<file path="config.mk">
export PLATFORM = sky130hd
export DESIGN_NAME = mem_port_arbiter_flat
export DESIGN_NICKNAME = d
export VERILOG_FILES = /design/src/rtl/mem_port_arbiter_if.sv /design/src/rtl/mem_port_arbiter.sv /design/src/flat_wrapper.sv
export SDC_FILE = /design/constraint.sdc
export NUM_CORES = 1
export LEC_CHECK = 0
export BUFFER_PORTS_ARGS = -buffer_cell sky130_fd_sc_hd__buf_4
export CORE_UTILIZATION = 40
export DETAILED_ROUTE_END_ITERATION = 7
export PLACE_DENSITY = 0.7
export SYNTH_ARGS = -nofsm -noshare
export SYNTH_HDL_FRONTEND = slang
export SYNTH_SLANG_ARGS = --single-unit
</file>
<file path="constraint.sdc">
create_clock -name clk -period 10.8 [get_ports clk]
set_input_delay 1.08 -clock clk [delete_from_list [all_inputs] [get_ports clk]]
set_output_delay 1.08 -clock clk [all_outputs]
set_load 0.01 [all_outputs]
</file>
<file path="src/rtl/mem_port_arbiter_if.sv">
// Shared IF/MEM memory port bundle: requester handshakes plus the
// single-port memory command/response bus.
interface mem_port_arbiter_if #(
   parameter int ADDR_W = 32,
   parameter int DATA_W = 32
);
   logic              ifReq;
   logic [ADDR_W-1:0] ifAddr;
   logic              ifFlush;
   logic              ifValid;
   logic [DATA_W-1:0] ifInstr;
   logic              dReq;
   logic              dWe;
   logic [ADDR_W-1:0] dAddr;
   logic [DATA_W-1:0] dWdata;
   logic              dValid;
   logic [DATA_W-1:0] dRdata;
   logic              stallFetch;
   logic              stallMem;
   logic              mEn;
   logic              mWe;
   logic [ADDR_W-1:0] mAddr;
   logic [DATA_W-1:0] mWdata;
   logic [DATA_W-1:0] mRdata;

   modport slave (
      input  ifReq, ifAddr, ifFlush,
      input  dReq, dWe, dAddr, dWdata,
      input  mRdata,
      output ifValid, ifInstr, dValid, dRdata,
      output stallFetch, stallMem,
      output mEn, mWe, mAddr, mWdata
   );

   modport master (
      output ifReq, ifAddr, ifFlush,
      output dReq, dWe, dAddr, dWdata,
      output mRdata,
      input  ifValid, ifInstr, dValid, dRdata,
      input  stallFetch, stallMem,
      input  mEn, mWe, mAddr, mWdata
   );
endinterface

</file>
<file path="src/rtl/mem_port_arbiter.sv">
// Fetch/data arbiter for the shared single-port memory: grants, counts the
// fixed latency, returns one-cycle valid pulses and drives the stall lines.
module mem_port_arbiter #(
   parameter int ADDR_W  = 32,
   parameter int DATA_W  = 32,
   parameter int MEM_LAT = 2
) (
   input logic               clk,
   input logic               rst,
   mem_port_arbiter_if.slave bus
);
   localparam int CW = $clog2(MEM_LAT + 1);
   localparam logic [0:0] S_IDLE = 1'b0;
   localparam logic [0:0] S_BUSY = 1'b1;
   localparam logic OWN_IF = 1'b0;
   localparam logic OWN_D  = 1'b1;
   localparam logic [CW-1:0] LAT = CW'(MEM_LAT);

   logic [0:0]        state_q, state_d;
   logic              owner_q, owner_d;
   logic              last_q, last_d;
   logic              disc_q, disc_d;
   logic [CW-1:0]     cnt_q, cnt_d;
   logic              mEn_q, mEn_d;
   logic              mWe_q, mWe_d;
   logic [ADDR_W-1:0] mAddr_q, mAddr_d;
   logic [DATA_W-1:0] mWdata_q, mWdata_d;
   logic              ifValid_q, ifValid_d;
   logic [DATA_W-1:0] ifInstr_q, ifInstr_d;
   logic              dValid_q, dValid_d;
   logic [DATA_W-1:0] dRdata_q, dRdata_d;

   logic busy, done, if_done, d_done;
   logic if_elig, d_elig, issue, win_if;

   always_comb begin
      busy    = state_q == S_BUSY;
      done    = busy && cnt_q == '0;
      if_done = done && owner_q == OWN_IF;
      d_done  = done && owner_q == OWN_D;
      if_elig = bus.ifReq && !ifValid_q && !bus.ifFlush && !if_done;
      d_elig  = bus.dReq && !dValid_q && !d_done;
      issue   = (!busy || done) && (if_elig || d_elig);
      // data by default; fetch takes its turn after a data grant
      win_if  = if_elig && (!d_elig || last_q == OWN_D);
   end

   always_comb begin
      state_d   = state_q;
      owner_d   = owner_q;
      last_d    = last_q;
      disc_d    = disc_q;
      cnt_d     = cnt_q;
      mEn_d     = 1'b0;
      mWe_d     = mWe_q;
      mAddr_d   = mAddr_q;
      mWdata_d  = mWdata_q;
      ifValid_d = 1'b0;
      ifInstr_d = ifInstr_q;
      dValid_d  = 1'b0;
      dRdata_d  = dRdata_q;
      if (busy && owner_q == OWN_IF && bus.ifFlush)
         disc_d = 1'b1;
      if (busy && !done)
         cnt_d = cnt_q - 1'b1;
      if (if_done && !disc_q && !bus.ifFlush) begin
         ifValid_d = 1'b1;
         ifInstr_d = bus.mRdata;
      end
      // mWe_q still holds the owner's direction after mEn drops
      if (d_done) begin
         dValid_d = 1'b1;
         if (!mWe_q)
            dRdata_d = bus.mRdata;
      end
      if (done)
         state_d = S_IDLE;
      if (issue) begin
         state_d = S_BUSY;
         mEn_d   = 1'b1;
         cnt_d   = LAT;
         disc_d  = 1'b0;
         owner_d = win_if ? OWN_IF : OWN_D;
         last_d  = win_if ? OWN_IF : OWN_D;
         if (win_if) begin
            mAddr_d = bus.ifAddr;
            mWe_d   = 1'b0;
         end else begin
            mAddr_d  = bus.dAddr;
            mWe_d    = bus.dWe;
            mWdata_d = bus.dWdata;
         end
      end
   end

   always_ff @(posedge clk or posedge rst) begin
      if (rst) begin
         state_q   <= S_IDLE;
         owner_q   <= OWN_IF;
         last_q    <= OWN_IF;
         disc_q    <= 1'b0;
         cnt_q     <= '0;
         mEn_q     <= 1'b0;
         mWe_q     <= 1'b0;
         mAddr_q   <= '0;
         mWdata_q  <= '0;
         ifValid_q <= 1'b0;
         ifInstr_q <= '0;
         dValid_q  <= 1'b0;
         dRdata_q  <= '0;
      end else begin
         state_q   <= state_d;
         owner_q   <= owner_d;
         last_q    <= last_d;
         disc_q    <= disc_d;
         cnt_q     <= cnt_d;
         mEn_q     <= mEn_d;
         mWe_q     <= mWe_d;
         mAddr_q   <= mAddr_d;
         mWdata_q  <= mWdata_d;
         ifValid_q <= ifValid_d;
         ifInstr_q <= ifInstr_d;
         dValid_q  <= dValid_d;
         dRdata_q  <= dRdata_d;
      end
   end

   assign bus.mEn        = mEn_q;
   assign bus.mWe        = mWe_q;
   assign bus.mAddr      = mAddr_q;
   assign bus.mWdata     = mWdata_q;
   assign bus.ifValid    = ifValid_q;
   assign bus.ifInstr    = ifInstr_q;
   assign bus.dValid     = dValid_q;
   assign bus.dRdata     = dRdata_q;
   assign bus.stallFetch = bus.ifReq & ~ifValid_q;
   assign bus.stallMem   = bus.dReq & ~dValid_q;
endmodule

</file>
<file path="src/flat_wrapper.sv">
// flat-port wrapper written by rule: the top's interface ports become plain ports
module mem_port_arbiter_flat 
#(
   parameter int ADDR_W  = 32,
   parameter int DATA_W  = 32,
   parameter int MEM_LAT = 2
)
  (clk, rst, bus_ifReq, bus_ifAddr, bus_ifFlush, bus_dReq, bus_dWe, bus_dAddr, bus_dWdata, bus_mRdata, bus_ifValid, bus_ifInstr, bus_dValid, bus_dRdata, bus_stallFetch, bus_stallMem, bus_mEn, bus_mWe, bus_mAddr, bus_mWdata);
  mem_port_arbiter_if #(.ADDR_W(ADDR_W), .DATA_W(DATA_W)) bus_i ();
  input logic clk;
  input logic rst;
  input wire logic [$bits(bus_i.ifReq)-1:0] bus_ifReq;
  input wire logic [$bits(bus_i.ifAddr)-1:0] bus_ifAddr;
  input wire logic [$bits(bus_i.ifFlush)-1:0] bus_ifFlush;
  input wire logic [$bits(bus_i.dReq)-1:0] bus_dReq;
  input wire logic [$bits(bus_i.dWe)-1:0] bus_dWe;
  input wire logic [$bits(bus_i.dAddr)-1:0] bus_dAddr;
  input wire logic [$bits(bus_i.dWdata)-1:0] bus_dWdata;
  input wire logic [$bits(bus_i.mRdata)-1:0] bus_mRdata;
  output wire logic [$bits(bus_i.ifValid)-1:0] bus_ifValid;
  output wire logic [$bits(bus_i.ifInstr)-1:0] bus_ifInstr;
  output wire logic [$bits(bus_i.dValid)-1:0] bus_dValid;
  output wire logic [$bits(bus_i.dRdata)-1:0] bus_dRdata;
  output wire logic [$bits(bus_i.stallFetch)-1:0] bus_stallFetch;
  output wire logic [$bits(bus_i.stallMem)-1:0] bus_stallMem;
  output wire logic [$bits(bus_i.mEn)-1:0] bus_mEn;
  output wire logic [$bits(bus_i.mWe)-1:0] bus_mWe;
  output wire logic [$bits(bus_i.mAddr)-1:0] bus_mAddr;
  output wire logic [$bits(bus_i.mWdata)-1:0] bus_mWdata;
  assign bus_i.ifReq = bus_ifReq;
  assign bus_i.ifAddr = bus_ifAddr;
  assign bus_i.ifFlush = bus_ifFlush;
  assign bus_i.dReq = bus_dReq;
  assign bus_i.dWe = bus_dWe;
  assign bus_i.dAddr = bus_dAddr;
  assign bus_i.dWdata = bus_dWdata;
  assign bus_i.mRdata = bus_mRdata;
  assign bus_ifValid = bus_i.ifValid;
  assign bus_ifInstr = bus_i.ifInstr;
  assign bus_dValid = bus_i.dValid;
  assign bus_dRdata = bus_i.dRdata;
  assign bus_stallFetch = bus_i.stallFetch;
  assign bus_stallMem = bus_i.stallMem;
  assign bus_mEn = bus_i.mEn;
  assign bus_mWe = bus_i.mWe;
  assign bus_mAddr = bus_i.mAddr;
  assign bus_mWdata = bus_i.mWdata;
  mem_port_arbiter #(.ADDR_W(ADDR_W), .DATA_W(DATA_W), .MEM_LAT(MEM_LAT)) u_core (.clk(clk), .rst(rst), .bus(bus_i));
endmodule
</file>
==> results, run 1 <==
- For this run, the total global-route usage over all layers was measured as 19.8%.
- After clock tree synthesis, the clock-pin slew on the worst setup and hold paths is 0.05 ns.
- The ratio of final minimum period to clock period is 31.3%.
- The routed layout has 3973 vias.
- For this run, design rule violations remaining after detail routing come to 0.
- The area growth from synthesis to layout is 46.9%.
- The die span in y is 122 um.
- Across the run, the number of max-cap violations was 0.
- The die width is 122 um.
- The required arrival time at the worst endpoint is 9.72 ns.
- The cell area after synthesis is 0.00573 mm^2.
- The total of hold buffers inserted after clock tree synthesis is 0.
- The via count of the first global-routing pass was 4230.
- The flip-flop and latch count after synthesis is 137.
- The setup skew after layout is 0.00532 ns.
- The startpoint identified for the worst register-to-register timing path is u_core.bus.dValid.
- The source of the worst hold timing path is u_core.bus.ifInstr[11].
- The hold violation count in the final report is 0.
- In this run the power density over the cells is 315 mW/mm^2.
- Clock tree synthesis selected as its root buffer the cell sky130_fd_sc_hd__clkbuf_16.
- The path class of the tightest hold or removal check is reg -> reg.
- On the critical path the largest part of the delay comes from simple AND/OR/NAND/NOR gates.
- The maximum clock insertion buffer count is 2.
- The final-report max-slew violation count is 0.
- Routability-driven placement finished with a final weighted congestion of 0.801.
- The run finished with clean final reports.
- For this design, the sink count on the clock tree is 137.
- The count of unique library cells instantiated by Yosys is 35.
- Dividing the detail-routed via count by the number of cells gives 4.89.
- Of all cell types, the one taking the most synthesized area is sky130_fd_sc_hd__dfrtp_1.
- The area of the placeable core is 0.0139 mm^2.
- After the first detailed-routing iteration, the DRC count stood at 124.
- The number of antenna violations at the first check in global routing came to 0.
- The total power of the final layout is 2.65 mW.
- The number of synthesized flops with an enable pin is 0.
- In this run, post-CTS repair resized a total of 0 instances.
- The aggregate routed wire length is 14200 um.
- The peak per-stage delay on the critical path is 0.69 ns.
- VDD sags by at most 0.123 mV.
- Setup repair after global routing left no endpoint under its margin.
- Along the worst hold path, the cell count comes to 1.
- For this design the static power due to leakage is 4.17 nW.
- The post-synthesis average cell area is 16.2 um^2.
- The worst setup path is launched from an input pin.
- After synthesis, the share of flip-flops with an asynchronous set or reset is 100%.
- Measured against its own limit, the worst slew margin works out to 20.4%.
- The initial core utilization is 41.2%.
- The total number of yosys warnings is 0.
- The fraction of the yosys area taken by sequential cells is 59.8%.
- The worst setup path category is in -> out.
- The floorplan step defined a die boundary enclosing 0.0148 mm^2.
- The row count is 43.
- The first global-routing pass estimated 22100 um of wire.
- By area the synthesized netlist is led by sky130_fd_sc_hd__dfrtp_1 60%, sky130_fd_sc_hd__mux2_4 15%, sky130_fd_sc_hd__mux2_1 6.9%, sky130_fd_sc_hd__o221a_1 3.9%, sky130_fd_sc_hd__or3_1 3.6%.
- The clock network latency to the later pin of the worst-skew pair is 0.42 ns.
- The most frequent cell after synthesis is sky130_fd_sc_hd__dfrtp_1.
- The area share of the leading cell type in the synthesized netlist is 59.8%.
- The flip-flop cell with the highest count after synthesis is sky130_fd_sc_hd__dfrtp_1.
- Of all nets on the critical path, the largest fanout is 34.
- Detailed placement ended at an HPWL of 10300 um.
- Summing all placed instances gives a cell area of 0.00782 mm^2.
- The count of pins on the block boundary is 268.
- The number of buffers and inverters on the critical path is 3.
- The detailed-routing iteration count for the pre-antenna-repair pass is 4.
- The post-route netlist has 61.1% of its cells at a drive strength greater than 1.
- Walking the worst path, the cells encountered are buf_4, nand2b_1, inv_2, buf_4.
- The TritonCTS clock tree is yes.
- The count of antenna diodes in the layout is 0.
- Setup violations remaining at the end of the flow were counted as 0.
- For hold timing, the worst endpoint is u_core.bus.ifInstr[11].
- Port buffering added 267 buffers.
- The post-synthesis instance total is 354.
- The data arrival time at the worst-slack endpoint is 2.30 ns.
- Measured in cells, the most critical reg-to-reg path has a length of 5.
- The final core area utilization is 60.5%.
- The minimum clock period is 3.38 ns.
- Among the stages of the critical path, the cell type that occurs most often is sky130_fd_sc_hd__buf_4.
- Counting the buffers created by CTS gives 17.
- The commonest cells after synthesis are 137 x sky130_fd_sc_hd__dfrtp_1, 59 x sky130_fd_sc_hd__mux2_4, 35 x sky130_fd_sc_hd__mux2_1.
- The critical path endpoint category is an output port.
- The number of nets in the synthesized netlist is 489.
- The H-tree was split into 4 levels.
- Summed over all layers, the global routing overflow is 0.
- The slowest cell on the critical path is sky130_fd_sc_hd__nand2b_1.
- After detailed routing, the average wire length per cell comes to 17.5 um.
- The minimum setup slack among reg-to-reg paths is 7.96 ns.
- The post-CTS setup buffer count is 0.
- The maximum clock frequency is 296 MHz.
- The pin slew with the least headroom to its limit is 1.19 ns.
- The finished cells cover 0.00842 mm^2.
- Entering global routing, the biggest net connects 76 pins.
- The final setup TNS is 0 ns.
- In this run the critical register-to-register path is captured at u_core.bus.mAddr[27].
- After the last flow step, the layout net total stands at 754.
- The antenna violation net count after detailed routing is 0.
## worst max-delay path by stage
| stage | start | to | slack [ns] | depth (start not counted) |
|---|---|---|---|---|
| after detailed placement | bus_dReq | u_core.bus.mAddr[27] | 7.24 | 6 |
| after global routing | bus_dReq | bus_stallMem | 7.23 | 4 |
| after floorplan | rst | u_core.bus.dRdata[0] | 6.05 | 1 |
| final | bus_dReq | bus_stallMem | 7.42 | 4 |
| after global placement | bus_dReq | u_core.bus.mAddr[28] | 7.38 | 6 |
| after CTS | bus_dReq | bus_stallMem | 7.40 | 4 |
## cell type report
cell class                      instances  area [um^2]
Inverter                                5         23.8
Fill cell                            1120         5510
Tap cell                              180          225
Timing Repair Buffer                  270         2030
Clock buffer                           25          515
Clock inverter                          7         87.6
Sequential cell                       137         3430
Multi-Input combinational cell        188         2120
## placed cells by master (no fill, tap or decap), types with 2 or more instances in the layout
cell	n
sky130_fd_sc_hd__mux2_4	59
sky130_fd_sc_hd__mux2_1	35
sky130_fd_sc_hd__clkinv_2	4
sky130_fd_sc_hd__clkbuf_8	6
sky130_fd_sc_hd__nor2b_1	2
sky130_fd_sc_hd__clkbuf_1	2
sky130_fd_sc_hd__o221a_1	20
sky130_fd_sc_hd__buf_4	270
sky130_fd_sc_hd__o221a_2	12
sky130_fd_sc_hd__dfrtp_1	137
sky130_fd_sc_hd__nor2_1	3
sky130_fd_sc_hd__inv_1	2
sky130_fd_sc_hd__a21o_1	2
sky130_fd_sc_hd__or3_1	32
sky130_fd_sc_hd__mux2_2	3
sky130_fd_sc_hd__inv_2	2
sky130_fd_sc_hd__bufinv_16	2
sky130_fd_sc_hd__clkbuf_16	17
## metal layers
metal	up-vias	global-route usage, %	part of all wire (%)
li1	1843	-	-
met1	1919	23.5	40
met2	183	32.4	49
met3	28	6.65	7.6
met4	0	9.49	3.1
met5	-	0	0
## logic make-up after synthesis
| logic type | share of synthesized area, % |
|---|---|
| AO/OA/AOI/OAI | 8.18 |
| adder cells (fa/ha/maj) | 0.218 |
| buffers and inverters | 3.38 |
| flip-flops | 59.8 |
| multiplexers | 22.9 |
| AND/OR/NAND/NOR | 5.52 |
## state kept, by name, summed over array words and instances (netlist names)
register and count:
u_core.bus.dRdata 32, u_core.bus.ifInstr 32, u_core.bus.mAddr 32, u_core.bus.mWdata 32, u_core.cnt_q 2, u_core.bus.dValid 1, u_core.bus.ifValid 1, u_core.bus.mEn 1
u_core.bus.mWe 1, u_core.busy 1, u_core.disc_q 1, u_core.owner_q 1
## report_power, final
group	switching [mW]	leakage (nW)	internal (mW)	total, mW
logic	0.457	2.26	0.687	1.14
registers	0.156	1.61	0.773	0.929
clock network	0.206	0.299	0.375	0.581
total	0.819	4.17	1.84	2.65
## through the flow
step / setup WS (ns) / hold WS [ns] / instances
final: 7.42 / 0.483 / 812
after global routing: 7.23 / 0.503 / 812
after CTS: 7.40 / 0.489 / 812
after detailed placement: 7.24 / 0.476 / 780
after global placement: 7.38 / 0.470 / 780
after floorplan: 6.05 / 0.498 / 354
Power figures use the tool's default switching activity.
==> run 2: changes to the inputs <==
ABC_AREA = 1   (was default)
PLACE_DENSITY = 0.72   (was 0.7)
clock period = 3.1 ns   (was 10.8 ns; I/O delays follow)
==> run 2 against run 1 <==
Against the previous run:
- clock skew rose by 0.0051 ns
- hold slack got worse by 0.40 ns
- sequential power grew to 3.3 times the previous value
- setup slack worse by 6.6 ns
- critical path depth rose by 3
- combinational power rose to 3.2 times the previous value
- synthesized cell count increased by 91%
- largest cell class unchanged
- largest power group unchanged
==> results, run 2 <==
- The worst-case IR drop observed on VDD is 0.442 mV.
- In this run, synthesis inferred 0 flip-flops with an integrated enable.
- The critical path endpoint category is a flip-flop.
- The first global-routing pass estimated 26500 um of wire.
- Combinational cells account for 41.0% of the total power.
- The ratio of final minimum period to clock period is 74.3%.
- Summed over all nets, the switching power comes to 3.26 mW.
- The routed design has 16200 um of wire.
- 268 I/O pins were placed.
- In this run the core area contains 44 standard-cell rows.
- The clock transition at the registers of the reported paths is 0.06 ns.
- The design area is 0.00870 mm^2.
- The design draws 9.01 mW.
- At the later pin of the worst-skew pair, clock insertion delay measures 0.42 ns.
- The initial core utilization is 41.1%.
- The static leakage is 4.83 nW.
- The flip-flop cell with the highest count after synthesis is sky130_fd_sc_hd__dfrtp_1.
- The number of buffers added on ports is 267.
- The floorplan step set the die width to 124 um.
- In the synthesized netlist, the number of instances is 676.
- In the post-synthesis netlist, the cell with the most instances is sky130_fd_sc_hd__nand2_1.
- After routing, the total negative slack on setup checks comes to 0 ns.
- Clock skew on the completed layout was measured at 0.0104 ns.
- The minimum clock period is 2.30 ns.
- Summed over all layers, the global routing overflow is 0.
- Entering global routing, the biggest net connects 138 pins.
- Synthesis produced a netlist with a net count of 811.
- The total die area is 0.0154 mm^2.
- The total of hold buffers inserted after clock tree synthesis is 0.
- In this run switching power makes up 36.2% of total power.
- The worst setup path is launched from a flip-flop.
- The number of fillers in the final layout is 1279.
- CTS built an H-tree with a depth of 4.
- CTS placed an instance of sky130_fd_sc_hd__clkbuf_16 at the clock tree root.
- Data on the critical path is required at its endpoint by 3.40 ns.
- Setup repair after global routing left no endpoint under its margin.
- The final-report max-slew violation count is 0.
- Counting the buffers created by CTS gives 17.
- In this run the remaining antenna-violating nets after routing total 0.
- The share of post-route cells with drive strength above 1 is 36.7%.
- The post-synthesis average cell area is 8.84 um^2.
- Leaving out fill and tap cells, the most frequent cell in the layout is sky130_fd_sc_hd__nand2_1.
- The count of unique library cells instantiated by Yosys is 23.
- The number of remaining DRC errors is 0.
- Timing would allow up to 434 MHz.
- The clock network burns 24.6% of the power.
- The relative max-transition margin is 48.6%.
- In this run the cell area measured after placement is 0.00806 mm^2.
- The clock passes through at most 2 buffers.
- The layout net count is 1062.
- The hold violation count in the final report is 0.
- The count of final setup violators is 0.
- The half-perimeter wire length after placement is 10900 um.
- The fraction of the yosys area taken by sequential cells is 57.3%.
- The path category of the worst min-delay check is in -> async.
- The via count of the first global-routing pass is 5170.
- After clock tree synthesis, the repair step resized 0 gates.
- The global-route total usage across every layer is 21.7%.
- Leaving out fill and tap cells, the most frequent cells in the layout are 298 x sky130_fd_sc_hd__nand2_1, 274 x sky130_fd_sc_hd__buf_4, 137 x sky130_fd_sc_hd__dfrtp_1.
- The post-CTS setup buffer count is 0.
- The average vias per placed instance is 4.77.
- For this block, the initial DRC count from the detailed router was 384.
- The biggest area contributor in the post-synthesis netlist is sky130_fd_sc_hd__dfrtp_1.
- TritonCTS built the clock tree.
- The share of total power dissipated in sequential elements is 34.4%.
- During synthesis, Yosys emitted a total of 0 warnings.
- The worst setup path category is reg -> reg.
- The repair_antennas step left the layout with diodes totalling 0.
- The area share of the leading cell type in the synthesized netlist is 57.3%.
- Ranked by total cell area, the synthesized netlist is headed by sky130_fd_sc_hd__dfrtp_1 57%, sky130_fd_sc_hd__nand2_1 19%, sky130_fd_sc_hd__nand4_1 6.9%, sky130_fd_sc_hd__o21ai_2 2.9%, sky130_fd_sc_hd__o21ai_0 2.8%.
- The flip-flop and latch count after synthesis is 137.
- At the pin with the least slew margin, the transition time is 0.771 ns.
- The total area inside the core boundary comes to 0.0145 mm^2.
- Data arrives at the worst endpoint at 2.60 ns.
- The global placement routability congestion is 0.783.
- Across the run, the number of max-cap violations was 0.
- Counting flops with an async set or reset pin after synthesis yields a share of 100%.
- Along the worst path, the maximum fanout reaches 33.
- Dividing the detail-routed wire length by the instance count gives 14.4 um.
- Dividing total power by cell area gives a power density of 1030 mW/mm^2.
- The sink count of the clock tree is 137.
- The vias after detailed routing is 5359.
- The internal portion of the total power is 5.75 mW.
- The number of antenna violations at the first check in global routing was 0.
- In this run the cell area of the synthesized design comes to 0.00598 mm^2.
- From bottom edge to top edge, the die measures 124 um.
- The flow ran to the end, and the final reports show no timing, DRC or antenna violations.
- For this run, the detailed router's first-pass iteration total came to 7.
- The commonest cells after synthesis are 298 x sky130_fd_sc_hd__nand2_1, 137 x sky130_fd_sc_hd__dfrtp_1, 66 x sky130_fd_sc_hd__nand4_1.
- The area growth from synthesis to layout is 45.6%.
==> run 2: changes by cell type in the layout (fill, tap and decap cells not counted), moves of 19 or more <==
cell / previous run / this run
sky130_fd_sc_hd__o21ai_2: 1 / 20
sky130_fd_sc_hd__or3_1: 32 / 0
sky130_fd_sc_hd__mux2_1: 35 / 0
sky130_fd_sc_hd__o21ai_0: 1 / 33
sky130_fd_sc_hd__o221a_1: 20 / 0
sky130_fd_sc_hd__inv_1: 2 / 42
sky130_fd_sc_hd__nand4_1: 0 / 66
sky130_fd_sc_hd__mux2_4: 59 / 0
sky130_fd_sc_hd__nand2_1: 1 / 298
==> run 2: power groups by stage <==
stage | Clock, mW | Combinational [mW] | Sequential [mW]
global placement | 0 | 3.66 | 3.10
detailed placement | 0 | 3.75 | 3.10
finish | 2.22 | 3.69 | 3.10
floorplan | 0 | 1.63 | 3.45
global route | 2.35 | 4.09 | 3.21
CTS | 2.26 | 3.74 | 3.10
==> run 2: path summary, 6_finish.rpt <==
check / from / endpoint / slack (ns) / cells past startpoint
max: u_core.cnt_q[0] / u_core.bus.mWdata[31] / 0.80 / 7
min: rst / u_core.bus.ifInstr[20] / 0.09 / 3
max reg2reg: u_core.cnt_q[0] / u_core.bus.mWdata[31] / 0.80 / 7
min reg2reg: u_core.bus.mWdata[25] / u_core.bus.mWdata[25] / 0.47 / 2
max in group asynchronous: rst / u_core.bus.ifValid / 2.40 / 3
min in group clk: bus_dWdata[2] / u_core.bus.mWdata[2] / 0.14 / 3
==> run 2: layer usage <==
metal / share of wire, % / track usage (%)
met1: 43 / 27.9
met2: 48 / 34.3
met3: 7.0 / 6.27
met4: 2.0 / 8.58
met5: 0 / 0
==> run 2: metrics by stage <==
| step | utilization, % | hold WS (ns) | instances | setup WS (ns) |
|---|---|---|---|---|
| CTS | 59.9 | 0.126 | 1124 | 0.782 |
| detailed placement | 55.4 | 0.460 | 1092 | 0.799 |
| global placement | 55.4 | 0.459 | 1092 | 0.862 |
| global route | 59.9 | 0.140 | 1124 | 0.587 |
| finish | 59.9 | 0.0869 | 1124 | 0.798 |
| floorplan | - | 0.455 | 676 | 1.08 |
==> run 2: cells by family (layout without fill, tap and decap cells) <==
group | after synthesis | after routing | share of synthesized area, %
AOI/OAI and AO/OA | 67 | 67 | 7.05
adders and majority gates | 1 | 1 | 0.209
buffers and inverters | 91 | 355 | 7.45
DFF | 137 | 137 | 57.3
and+or+nand+nor | 380 | 380 | 27.9
==> run 2: worst max-delay path, stage by stage (launching register included) <==
cell and delay [ns]:
sky130_fd_sc_hd__dfrtp_1 0.38, sky130_fd_sc_hd__inv_1 0.08, sky130_fd_sc_hd__ha_1 0.31, sky130_fd_sc_hd__nand3_4 0.12
sky130_fd_sc_hd__nand3_2 0.37, sky130_fd_sc_hd__nand3_2 0.62, sky130_fd_sc_hd__nand2_1 0.23, sky130_fd_sc_hd__nand2_1 0.07
==> run 2: layout make-up <==
class / instances / area [um^2] / share of cell area, %
flip-flops and latches: 137 / 3430 / 39.4
repair buffers: 277 / 2120 / 24.3
multi-input cells: 448 / 2100 / 24.2
clock buffers: 18 / 429 / 4.93
well taps: 184 / 230 / 2.64
clock inverters: 14 / 219 / 2.52
inverters: 46 / 176 / 2.03
==> run 3: changes to the inputs <==
PLACE_DENSITY = 0.7   (was 0.72)
clock period = 2.15 ns   (was 3.1 ns; I/O delays follow)
==> run 3 against run 2 <==
Against the previous run:
- largest power group unchanged
- highest routed layer unchanged
- sequential power rose by 45%
- the flow now finishes with violations (negative hold slack)
- first-iteration DRC count fell by 9.9%
- routed wire length fell by 0.17%
==> results, run 3 (synthesis gave the netlist of run 2 again) <==
- The maximum clock frequency is 539 MHz.
- The cell area after placement is 0.00809 mm^2.
- After detailed routing, the average wire length per cell comes to 14.3 um.
- Leaving out fill and tap cells, the most frequent cell in the layout is sky130_fd_sc_hd__nand2_1.
- The clock arrives with 0.00677 ns of skew.
- The area growth from synthesis to layout is 46.4%.
- Setup total negative slack on the finished layout was measured at 0 ns.
- The largest vdd supply drop is 0.712 mV.
- The share of post-route cells with drive strength above 1 is 37.0%.
- The relative max-transition margin is 45.3%.
- The worst setup path endpoint is u_core.bus.mWdata[24].
- The final reports fail on negative hold slack.
- For the worst setup path, the data arrival time is 2.20 ns.
- The hold violation count in the final report is 17.
- After the first detailed-routing iteration, the DRC count stood at 346.
- The number of antenna violations at the first check in global routing is 0.
- The initialized floorplan defines 44 standard-cell rows.
- In the layout the commonest cells are 298 x sky130_fd_sc_hd__nand2_1, 276 x sky130_fd_sc_hd__buf_4, 137 x sky130_fd_sc_hd__dfrtp_1.
- At the end of routability-driven placement, the weighted congestion stood at 0.772.
- The area of the placeable core is 0.0145 mm^2.
- Setup violations remaining at the end of the flow were counted as 0.
- For this configuration, the core starts out at a cell density of 41.1%.
- The routed layout has 5483 vias.
- The via count of the first global-routing pass came to 5357.
- The worst setup path is of the reg -> reg kind.
- For this run, the post-layout net count is 1066.
- Using the TritonRoute via totals, the vias-per-cell ratio works out to 4.86.
- The minimum setup slack among reg-to-reg paths is 0.29 ns.
- The sink count of the clock tree is 137.
- The setup slack of the critical path after layout is 0.295 ns.
- Final hold analysis gives a worst-case slack of -0.0735 ns.
- The type of element launching the critical path is a flip-flop.
- The minimum clock period is 1.86 ns.
- The final-report max-slew violation count is 0.
- Measured along the x axis, the die boundary spans 124 um.
- 0 antenna diodes ended up in the layout.
- In this run the clock root is driven by a sky130_fd_sc_hd__clkbuf_16.
- The static leakage is 4.85 nW.
- The count of pins on the block boundary is 268.
- At the placement stage, the worst setup path has a slack of 0.0871 ns.
- For this design the ratio of total power to cell area is 1480 mW/mm^2.
- Global routing used 21.7% of the available tracks.
- Hold repair after CTS inserted 0 buffers.
- The path category of the worst min-delay check is in -> async.
- The launching instance or port of the critical path is u_core.cnt_q[0].
- The design draws 13.0 mW.
- During placement, the flow inserted port buffers numbering 267.
- The startpoint of the lowest-slack register-to-register path is u_core.cnt_q[0].
- The largest net degree at the start of global routing is 138.
- TritonCTS built the clock tree.
- Summed over all layers, the routed wires come to 16100 um.
- After global routing the overflow that remains totals 0.
- After filler insertion, the fill cell instance count of the layout stands at 1362.
- The maximum clock insertion buffer count is 2.
- The worst reg2reg path depth is 9.
- The run finished, with violations left.
- Of all nets on the critical path, the largest fanout is 33.
- At the pin with the least slew margin, the transition time is 0.821 ns.
- The antenna violation net count after detailed routing is 0.
- The clock transition at the registers of the reported paths is 0.06 ns.
- The die span in y is 124 um.
- The detailed-routing iteration count for the pre-antenna-repair pass is 4.
- The HPWL after detailed placement is 10900 um.
- The floorplan step defined a die boundary enclosing 0.0154 mm^2.
- The H-tree was split into 4 levels.
- Data on the critical path is required at its endpoint by 2.50 ns.
- The global-route wire length before repair is 26800 um.
- The number of buffers inserted during clock tree synthesis is 17.
- The clock network latency to the later pin of the worst-skew pair is 0.41 ns.
- The design area is 0.00875 mm^2.
- The tool flagged a number of max-cap violations equal to 0.
- Setup repair after global routing left no endpoint under its margin.
- The worst reg2reg path endpoint is u_core.bus.mWdata[24].
- The worst path uses 86.3% of the clock period.
- The critical path endpoint category is a flip-flop.
- The number of remaining DRC errors is 0.
-- run 3: power by group --
group | switching, mW | leakage (nW) | internal (mW)
Clock | 1.09 | 0.309 | 2.03
Sequential | 0.700 | 1.70 | 3.79
Combinational | 2.92 | 2.84 | 2.46
-- run 3: what timing repair did --
item | CTS | global route
setup buffers | 0 | 1
resized for setup | 0 | 2
endpoints found under the setup margin | 0 | 68
-- run 3: layout make-up --
| class | instances | area, um^2 | share of cell area (%) |
|---|---|---|---|
| sequential | 137 | 3430 | 39.2 |
| timing repair buffer | 281 | 2160 | 24.7 |
| multi-input combinational | 448 | 2110 | 24.2 |
| clock buffer | 21 | 470 | 5.38 |
| tap | 184 | 230 | 2.63 |
| inverter | 46 | 176 | 2.02 |
| clock inverter | 11 | 168 | 1.92 |
-- run 3: routing by layer --
metal / share of wire (%) / wire length [um] / vias to the layer above / GRT usage (%)
met5: 0 / 0 / - / 0
met4: 3.2 / 511 / 0 / 9.99
met3: 8.1 / 1300 / 34 / 7.13
met2: 46 / 7390 / 236 / 33.4
met1: 43 / 6920 / 2523 / 27.7
li1: - / - / 2690 / -
-- run 3: metrics by stage --
| stage | util, % | std cells |
|---|---|---|
| 6_report | 60.2 | 1128 |
| 4_1_cts | 60.1 | 1127 |
| 3_5_place_dp | 55.7 | 1095 |
| 5_1_grt | 60.2 | 1128 |
| 2_1_floorplan | - | 676 |
| 3_3_place_gp | 55.7 | 1095 |
-- run 3: worst min-delay path by stage --
stage | from | to | slack (ns) | depth (start not counted)
2_1_floorplan | bus_mRdata[29] | u_core.bus.dRdata[29] | 0.36 | 2
3_3_place_gp | u_core.bus.mWdata[27] | u_core.bus.mWdata[27] | 0.46 | 2
3_5_place_dp | u_core.bus.mWdata[16] | u_core.bus.mWdata[16] | 0.46 | 2
4_1_cts | bus_dWdata[16] | u_core.bus.mWdata[16] | 0.03 | 3
5_1_grt | bus_dWdata[3] | u_core.bus.mWdata[3] | 0.04 | 3
6_report | rst | u_core.bus.ifInstr[28] | -0.07 | 3
-- run 3: critical path: stages (launching register included) --
cell,delay [ns]
sky130_fd_sc_hd__dfrtp_1,0.38
sky130_fd_sc_hd__inv_1,0.08
sky130_fd_sc_hd__ha_1,0.31
sky130_fd_sc_hd__nand3_2,0.15
sky130_fd_sc_hd__nand2_2,0.16
sky130_fd_sc_hd__nand2_4,0.18
sky130_fd_sc_hd__nand3_2,0.11
sky130_fd_sc_hd__buf_6,0.25
sky130_fd_sc_hd__nand2_1,0.10
sky130_fd_sc_hd__nand2_1,0.07
